**src/rtl/mc_ctrl_pkg.sv**
```systemverilog
// ---------------------------------------------------------------------------
// mc_ctrl_pkg : opcode/funct codes, ALU operation codes and FSM state codes
// Revision    : 1.0
// ---------------------------------------------------------------------------
`default_nettype none

package mc_ctrl_pkg;

  localparam logic [5:0] c_op_rtype = 6'b000000;
  localparam logic [5:0] c_op_lw    = 6'b100011;
  localparam logic [5:0] c_op_sw    = 6'b101011;
  localparam logic [5:0] c_op_beq   = 6'b000100;
  localparam logic [5:0] c_op_j     = 6'b000010;
  localparam logic [5:0] c_op_addi  = 6'b001000;
  localparam logic [5:0] c_op_andi  = 6'b001100;
  localparam logic [5:0] c_op_ori   = 6'b001101;
  localparam logic [5:0] c_op_slti  = 6'b001010;

  localparam logic [5:0] c_fn_add = 6'b100000;
  localparam logic [5:0] c_fn_sub = 6'b100010;
  localparam logic [5:0] c_fn_and = 6'b100100;
  localparam logic [5:0] c_fn_or  = 6'b100101;
  localparam logic [5:0] c_fn_slt = 6'b101010;
  localparam logic [5:0] c_fn_nor = 6'b100111;

  localparam logic [3:0] c_alu_and  = 4'b0000;
  localparam logic [3:0] c_alu_or   = 4'b0001;
  localparam logic [3:0] c_alu_add  = 4'b0010;
  localparam logic [3:0] c_alu_sub  = 4'b0110;
  localparam logic [3:0] c_alu_slt  = 4'b0111;
  localparam logic [3:0] c_alu_nor  = 4'b1100;
  localparam logic [3:0] c_alu_none = 4'b1111;

  typedef enum logic [3:0] {
    c_st_fetch     = 4'd0,
    c_st_decode    = 4'd1,
    c_st_mem_addr  = 4'd2,
    c_st_mem_read  = 4'd3,
    c_st_mem_wb    = 4'd4,
    c_st_mem_write = 4'd5,
    c_st_exec_r    = 4'd6,
    c_st_alu_wb    = 4'd7,
    c_st_branch    = 4'd8,
    c_st_jump      = 4'd9,
    c_st_exec_i    = 4'd10,
    c_st_trap      = 4'd11
  } state_t;

endpackage

`default_nettype wire

```
**src/rtl/alu_func_decode.sv**
```systemverilog
// ---------------------------------------------------------------------------
// alu_func_decode : maps opcode/funct to an ALU operation and a legality flag
// Revision        : 1.0
// ---------------------------------------------------------------------------
`default_nettype none

module alu_func_decode
  import mc_ctrl_pkg::*;
#(
  parameter bit ENABLE_EXT = 1'b1
) (
  input  logic [5:0] opcode,
  input  logic [5:0] funct,
  output logic [3:0] alu_op,
  output logic       supported
);

  always_comb begin
    alu_op    = c_alu_none;
    supported = 1'b0;
    case (opcode)
      c_op_rtype: begin
        case (funct)
          c_fn_add: begin alu_op = c_alu_add; supported = 1'b1; end
          c_fn_sub: begin alu_op = c_alu_sub; supported = 1'b1; end
          c_fn_and: begin alu_op = c_alu_and; supported = 1'b1; end
          c_fn_or:  begin alu_op = c_alu_or;  supported = 1'b1; end
          c_fn_slt: if (ENABLE_EXT) begin alu_op = c_alu_slt; supported = 1'b1; end
          c_fn_nor: if (ENABLE_EXT) begin alu_op = c_alu_nor; supported = 1'b1; end
          default: ;
        endcase
      end
      c_op_lw, c_op_sw: begin alu_op = c_alu_add; supported = 1'b1; end
      c_op_beq:  begin alu_op = c_alu_sub; supported = 1'b1; end
      c_op_j:    supported = 1'b1;
      c_op_addi: begin alu_op = c_alu_add; supported = 1'b1; end
      c_op_andi: if (ENABLE_EXT) begin alu_op = c_alu_and; supported = 1'b1; end
      c_op_ori:  if (ENABLE_EXT) begin alu_op = c_alu_or;  supported = 1'b1; end
      c_op_slti: if (ENABLE_EXT) begin alu_op = c_alu_slt; supported = 1'b1; end
      default: ;
    endcase
  end

endmodule

`default_nettype wire

```
**src/rtl/multicycle_ctrl.sv**
```systemverilog
// ---------------------------------------------------------------------------
// multicycle_ctrl : main control FSM of the multicycle RISC core
// Revision        : 1.0
// ---------------------------------------------------------------------------
`default_nettype none

module multicycle_ctrl
  import mc_ctrl_pkg::*;
#(
  parameter bit ENABLE_EXT = 1'b1,
  parameter bit MEM_WAIT   = 1'b1
) (
  input  logic       clk,
  input  logic       rst,
  input  logic [5:0] opcode,
  input  logic [5:0] funct,
  input  logic       zero,
  input  logic       mem_ready,
  output logic       pc_write,
  output logic [1:0] pc_src,
  output logic       ir_write,
  output logic       mem_read,
  output logic       mem_write,
  output logic       iord,
  output logic       reg_write,
  output logic       reg_dst,
  output logic       mem_to_reg,
  output logic       alu_src_a,
  output logic [1:0] alu_src_b,
  output logic [3:0] alu_op,
  output logic       illegal,
  output logic [3:0] state
);

  state_t     state_q, state_d;
  logic       w_ready;
  logic [3:0] w_alu_op;
  logic       w_supported;

  assign w_ready = MEM_WAIT ? mem_ready : 1'b1;

  alu_func_decode #(
    .ENABLE_EXT (ENABLE_EXT)
  ) u_alu_func_decode (
    .opcode    (opcode),
    .funct     (funct),
    .alu_op    (w_alu_op),
    .supported (w_supported)
  );

  always_ff @(posedge clk) begin
    if (rst) state_q <= c_st_fetch;
    else     state_q <= state_d;
  end

  always_comb begin
    state_d    = state_q;
    pc_write   = 1'b0;
    pc_src     = 2'b00;
    ir_write   = 1'b0;
    mem_read   = 1'b0;
    mem_write  = 1'b0;
    iord       = 1'b0;
    reg_write  = 1'b0;
    reg_dst    = 1'b0;
    mem_to_reg = 1'b0;
    alu_src_a  = 1'b0;
    alu_src_b  = 2'b00;
    alu_op     = c_alu_none;
    case (state_q)
      c_st_fetch: begin
        mem_read  = 1'b1;
        alu_src_b = 2'b01;
        alu_op    = c_alu_add;
        ir_write  = w_ready;
        pc_write  = w_ready;
        if (w_ready) state_d = c_st_decode;
      end
      c_st_decode: begin
        // Branch target is precomputed here while the opcode is dispatched
        alu_src_b = 2'b11;
        alu_op    = c_alu_add;
        if (!w_supported) state_d = c_st_trap;
        else begin
          case (opcode)
            c_op_rtype:       state_d = c_st_exec_r;
            c_op_lw, c_op_sw: state_d = c_st_mem_addr;
            c_op_beq:         state_d = c_st_branch;
            c_op_j:           state_d = c_st_jump;
            default:          state_d = c_st_exec_i;
          endcase
        end
      end
      c_st_mem_addr: begin
        alu_src_a = 1'b1;
        alu_src_b = 2'b10;
        alu_op    = c_alu_add;
        state_d   = (opcode == c_op_lw) ? c_st_mem_read : c_st_mem_write;
      end
      c_st_mem_read: begin
        mem_read = 1'b1;
        iord     = 1'b1;
        if (w_ready) state_d = c_st_mem_wb;
      end
      c_st_mem_wb: begin
        reg_write  = 1'b1;
        mem_to_reg = 1'b1;
        state_d    = c_st_fetch;
      end
      c_st_mem_write: begin
        mem_write = 1'b1;
        iord      = 1'b1;
        if (w_ready) state_d = c_st_fetch;
      end
      c_st_exec_r, c_st_exec_i: begin
        alu_src_a = 1'b1;
        alu_src_b = (state_q == c_st_exec_i) ? 2'b10 : 2'b00;
        alu_op    = w_alu_op;
        state_d   = c_st_alu_wb;
      end
      c_st_alu_wb: begin
        reg_write = 1'b1;
        reg_dst   = (opcode == c_op_rtype);
        state_d   = c_st_fetch;
      end
      c_st_branch: begin
        alu_src_a = 1'b1;
        alu_op    = c_alu_sub;
        pc_src    = 2'b01;
        pc_write  = zero;
        state_d   = c_st_fetch;
      end
      c_st_jump: begin
        pc_write = 1'b1;
        pc_src   = 2'b10;
        state_d  = c_st_fetch;
      end
      c_st_trap: state_d = c_st_trap;
      default:   state_d = c_st_trap;
    endcase
    // Nothing may be written or strobed while reset is held
    if (rst) begin
      pc_write  = 1'b0;
      ir_write  = 1'b0;
      mem_read  = 1'b0;
      mem_write = 1'b0;
      reg_write = 1'b0;
    end
  end

  assign illegal = (state_q == c_st_trap);
  assign state   = state_q;

endmodule

`default_nettype wire

```
**config.mk**
```make
export PLATFORM = sky130hd
export DESIGN_NAME = multicycle_ctrl
export DESIGN_NICKNAME = d
export VERILOG_FILES = /design/src/rtl/mc_ctrl_pkg.sv /design/src/rtl/alu_func_decode.sv /design/src/rtl/multicycle_ctrl.sv
export SDC_FILE = /design/constraint.sdc
export NUM_CORES = 1
export LEC_CHECK = 0
export ABC_AREA = 1
export BUFFER_PORTS_ARGS = -buffer_cell sky130_fd_sc_hd__buf_2
export CORE_MARGIN = 2
export CORE_UTILIZATION = 30
export DETAILED_ROUTE_END_ITERATION = 12
export PLACE_DENSITY = 0.66
export SETUP_SLACK_MARGIN = 0.15
export SYNTH_ARGS = -nofsm -noshare
export SYNTH_HDL_FRONTEND = slang
export SYNTH_SLANG_ARGS = --single-unit
```
**constraint.sdc**
```tcl
create_clock -name clk -period 1.5 [get_ports clk]
set_input_delay 0.3 -clock clk [delete_from_list [all_inputs] [get_ports clk]]
set_output_delay 0.3 -clock clk [all_outputs]
set_load 0.01 [all_outputs]
```
==> results.cfg, run 1 <==
[worst_setup_path]
crit_buf_inv = 8
cpMostUsedCell = buf_4
path_cells = inv_4 > nor2_4 > inv_2 > a21oi_4 > inv_2 > buf_4 > buf_4 > buf_4 > buf_4 > buf_4 > nand3_4 > a21oi_2 > a21oi_2
end_kind = flop
cp-startpoint = state[2]$_SDFFE_PP0P_
cp.required_ns = 1.65
crit_fanout = 4
cp.depth = 13
timing.rr.start = state[2]$_SDFFE_PP0P_
rr_endpoint = state[0]$_SDFFE_PP0P_
critPathLaunchType = flop
cpLargestDelayFamily = buffers and inverters
crit_type = flop to flop
cp_slowest_stage_delay_ns = 0.37
critPathArrivalTime_ns = 2.01
rrSetupSlack_ns = -0.36
cp_slowest_cell = dfxtp_4
reg2reg_depth = 13

[synthesis]
synth_cell_types = 19
synth_edf_count = 0
synth.avg_cell_area_um2 = 4.88
syn-num-nets = 165
syn_area_um2 = 727
synth_seq_cells = 4
seq_area_frac_synth_pct = 11.0
synth_cells = 149
synth_warnings = 0
async_flop_share_pct = 0
synth_ff_type = dfxtp_1

[global_routing]
grt_usage_pct = 22.8
grt_pass1_wl_um = 4880
busiest_layer = met2
grt_pass1_vias = 1131
grt_max_degree = 9
grt_util_met3_pct = 1.98
grtUsageMet1_pct = 28.9
gr-total-overflow = 0
antenna_found_initial = 0
grtUsageMet2_pct = 40.7

[layout]
drive_gt1_share_pct = 60.3
syn2layout_area_growth_pct = 123
fillCellCount = 161
largest_reg_flops = 4
multi_input_area_um2 = 732
fin_area_mm2 = 0.00162
nets = 254
antenna_cells = 0
regArea_um2 = 95.1

[die]
io_pins = 38
start_util_pct = 32.2
die_area_mm2 = 0.00283
die_x_um = 53.2
core_mm2 = 0.00225
rows = 17
die_h_um = 53.2

[timing]
drv_slew = 0
fin_crit_sh_pct = 124
setup_ws_ns = -0.356
tns_ns = -4.06
timing_hold_violations_final = 0
rsz0062_at_grt = yes
fmax_ghz = 0.539
finalCriticalPeriod_ns = 1.86
slew_headroom_pct = 76.9
worst_pin_slew_ns = 0.345
skew_ns = 0.00812
setup_violations = 18

[place]
dp_hpwl_um = 2050
place.gp.congestion = 0.915
dpl_cell_area_mm2 = 0.00116
io_buffers = 37

[cts]
cts.path.max_buffers = 2
clk_latency_ns = 0.23
htree_levels = 1
path_clk_slew_ns = 0.04
cts.sinks = 4
numCtsBuffers = 3
cts-root-buf = clkbuf_4
cts_tree = done

[worst_hold_path]
worstHoldStart = rst
hold_end = state[2]$_SDFFE_PP0P_
hold_class = primary input to flop
hold_depth = 2

[power_and_ir_drop]
leakagePower_nw = 0.911
power.density_mw_per_mm2 = 1790
ir_drop_mv = 1.15

[route]
dr.pass1.iters = 4
avgViaCountPerCell = 5.37
drtAntennaViolNets = 0
drt-initial-drc-count = 86
wl_per_cell_um = 16.4
vias = 1423
post-route-drc-count = 0
wl_um = 4340

[outcome]
status = complete, but fails checks
violations = negative setup slack

[run]
maxCapViolCount = 0
## worst reg2reg max path, delay by kind of cell (launching register included)
kind                   cells  cell delay [ns]
buffers and inverters      8             0.86
and+or+nand+nor            2             0.22
DFF                        1             0.37
AOI/OAI and AO/OA          3             0.32
## kinds of logic (layout without fill, tap and decap cells)
group           after synthesis  after routing  synth area share, %
flops                         4              4                 11.0
compound gates               20             20                 18.1
buf+inv                      30            118                 15.5
simple gates                 95             95                 55.4
## power by group
group	internal [mW]	switching (mW)	total, mW
Combinational	1.13	1.32	2.45
Sequential	0.181	0.131	0.312
Clock	0.0995	0.0393	0.139
## placed cells by master, fill, tap and decap left out, drive strengths merged
cell type,Yosys,layout
inv,29,29
nand4,2,2
o211ai,3,3
o31ai,1,1
a211oi,1,1
nor3,3,3
o21ai,5,5
dfxtp,4,4
nand2,39,39
clkbuf,1,4
a21oi,10,10
nor2,29,29
nand3,22,22
buf,0,85
## synthesized netlist by cell type (all sizes together), types with 2 or more instances
cell type	count	area, um^2
nand3	22	110
o211ai	3	22.5
nor2	29	116
nand4	2	12.5
o21ai	5	25.0
nand2	39	149
dfxtp	4	80.1
nor3	3	15.0
a21oi	10	68.8
inv	29	109
## metrics by stage
stage               power (mW)  cells  setup slack, ns  hold slack, ns  utilization (%)
floorplan                0.994    149            0.117           0.502                -
global placement          1.50    237           -0.140           0.570             51.3
global route              3.04    265           -0.442           0.367             71.9
detailed placement        1.50    237           -0.189           0.566             51.3
finish                    2.90    265           -0.356           0.374             71.9
CTS                       2.14    257           -0.210           0.331             63.5
## area by class of cell
type                    instances  share of cell area (%)
clock buffers                   4                    1.62
flip-flops and latches          4                    5.86
well taps                      28                    2.16
inverters                      29                    7.18
repair buffers                 85                    38.0
multi-input cells             115                    45.1
## metal layers
layer,part of all wire [%],vias up
met5,0,-
li1,-,654
met4,5.5,0
met2,51,103
met3,6.8,29
met1,37,637
## worst max-delay path by stage
stage | to
detailed placement | alu_op[0]
finish | state[0]$_SDFFE_PP0P_
CTS | alu_op[2]
global route | alu_op[2]
global placement | alu_op[2]
floorplan | alu_op[2]
## what timing repair did
action / CTS / global route
hold buffers: 0 / 0
pin swaps: 11 / 16
resized for setup: 34 / 32
endpoints found under the setup margin: 18 / 21
buffers inserted: 16 / 8
No activity file was read; power rests on OpenSTA's default activity.
==> inputs of run 2 (changes only) <==
ABC_AREA = unset   (was 1)
PLACE_DENSITY = 0.64   (was 0.66)
==> run 2 against run 1 <==
- largest power group unchanged
- utilization shrank 12 points
- setup slack lost 0.034 ns
- highest routed layer unchanged
- the run still ends with negative setup slack left
- area after synthesis grew 19%
- critical endpoint is now alu_op[2]
- register-to-register slack gained 0.09 ns
- global-route usage shrank 1.1 points
- largest cell class unchanged
==> results.cfg, run 2 <==
[outcome]
status = complete, but fails checks
violations = negative setup slack

[cts]
path_clk_slew_ns = 0.04
cts.sinks = 4
clk_latency_ns = 0.24
numCtsBuffers = 3
cts.path.max_buffers = 2
htree_levels = 1
cts_tree = done
cts-root-buf = clkbuf_4

[synthesis]
synth_warnings = 0
synth_cell_types = 44
synth_seq_cells = 4
synth_ff_type = dfxtp_1
yosys-top-cells-count = nor2_1 (23), nand2_1 (14), a21oi_1 (13), clkbuf_1 (8), nand2b_1 (8)
synth.avg_cell_area_um2 = 6.09
syn_area_um2 = 865
async_flop_share_pct = 0
synth_cells = 142
synth.area.top_cells = nor2_1 (10%), dfxtp_1 (9.3%), a21oi_1 (7.5%)
syn-num-nets = 158
synth_top_area_share_pct = 9.99
synth_area_leader_cell = nor2_1
seq_area_frac_synth_pct = 9.26
post-synth-top-count-cell = nor2_1
synth_edf_count = 0

[layout]
layout_commonest_cell = buf_4
antenna_cells = 0
fin_area_mm2 = 0.00164
drive_gt1_share_pct = 56.3
mostFrequentLayoutCells = buf_4 (36), buf_2 (34), nor2_1 (16)
instances_no_fill = 246
fin_util_pct = 59.5
nets = 233
syn2layout_area_growth_pct = 89.9
largest_reg_flops = 4

[worst_setup_path]
end_kind = output port
crit_type = flop to output port
crit_fanout = 3
critPathArrivalTime_ns = 1.59
critPathLaunchType = flop
cp.required_ns = 1.20

[place]
place.gp.congestion = 0.885
dp_hpwl_um = 2610
dp_slack_ns = -0.366
io_buffers = 37
dp_cells = 238
dpl_cell_area_mm2 = 0.00144

[timing]
timing_hold_violations_final = 0
whs_ns = 0.413
tns_ns = -4.57
worst_pin_slew_ns = 0.348
rsz0062_at_grt = yes
fin_crit_sh_pct = 126
setup_violations = 22
slew_headroom_pct = 76.5
drv_slew = 0
skew_ns = 0.00294
finalCriticalPeriod_ns = 1.89
fmax_ghz = 0.529
setup_ws_ns = -0.391

[die]
io_pins = 38
die_area_mm2 = 0.00333
core_mm2 = 0.00276
die_h_um = 57.7
rows = 19
die_x_um = 57.7
start_util_pct = 31.4

[global_routing]
grt_usage_pct = 21.7
grt_pass1_wl_um = 5730
gr-total-overflow = 0
grt_pass1_vias = 1321
grt_max_degree = 18
antenna_found_initial = 0

[worst_hold_path]
hold_class = primary input to flop

[route]
post-route-drc-count = 0
drtAntennaViolNets = 0
drt-initial-drc-count = 67
dr.pass1.iters = 4
vias = 1373
wl_per_cell_um = 14.4
wl_um = 3540
avgViaCountPerCell = 5.58

[power_and_ir_drop]
power.density_mw_per_mm2 = 1430
ir_drop_mv = 1.10
total_power_mw = 2.35
leakagePower_nw = 0.732

[run]
maxCapViolCount = 0
run 2: cell types whose count changed in the layout (fill, tap and decap cells not counted), moves of 4 or more:
cell      previous run  this run
nor2_4              10         4
o21ai_0              1         6
nand3_1             19         4
a21oi_1              4        10
inv_2                9         0
nand2_2              5         1
inv_1               17         2
nand2_4              4         0
nand2b_1             0         7
nand2_1             30        13
run 2: worst paths after layout:
| path | from | to | slack (ns) | depth (start not counted) |
|---|---|---|---|---|
| hold reg to reg | state[0]$_SDFFE_PP0P_ | state[1]$_SDFFE_PP0P_ | 0.76 | 4 |
| setup / recovery | state[3]$_SDFFE_PP0P_ | alu_op[2] | -0.39 | 6 |
| setup reg to reg | state[2]$_SDFFE_PP0P_ | state[3]$_SDFFE_PP0P_ | -0.27 | 7 |
| hold / removal | rst | state[1]$_SDFFE_PP0P_ | 0.41 | 2 |
run 2: logic make-up (layout without fill, tap and decap cells):
kind of cell	count (synthesis)	count (layout)	synth area share, %
AND/OR/NAND/NOR	73	73	43.6
AO/OA/AOI/OAI	44	44	33.1
buffers and inverters	14	87	6.37
XOR/XNOR	4	4	4.05
flip-flops	4	4	9.26
multiplexers	2	2	2.46
adder cells (fa/ha/maj)	1	1	1.16
run 2: area by class of cell:
type	count	area, um^2
inverter	2	7.51
multi-input combinational	124	906
fill	257	1120
sequential	4	87.6
tap	31	38.8
timing repair buffer	82	579
clock buffer	3	22.5
run 2: routing by layer:
metal	share of wire (%)	routed length, um	global-route usage (%)	up-vias
li1	-	-	-	668
met1	39	1390	25.3	625
met2	52	1830	39.9	68
met3	6.6	232	2.46	12
met4	2.6	91	8.97	0
met5	0	0	0	-
run 2: report_power, final:
part,total (mW),internal [mW],switching (mW)
registers,0.210,0.158,0.0520
logic,2.00,0.970,1.03
clock network,0.137,0.0897,0.0476
total,2.35,1.22,1.13
run 2: critical path, cell delays in order, from the launching register on:
cell     delay [ns]
dfxtp_4        0.37
xnor2_4        0.13
nor3b_4        0.20
o31a_1         0.22
a21oi_2        0.08
a211o_1        0.22
buf_2          0.14
run 2: what timing repair did:
| action | CTS | global route |
|---|---|---|
| setup endpoints to repair | 22 | 24 |
| pin swaps | 8 | 1 |
| cloned | 0 | 0 |
| hold buffers | 0 | 0 |
| buffers inserted | 4 | 1 |
| resized for setup | 24 | 8 |
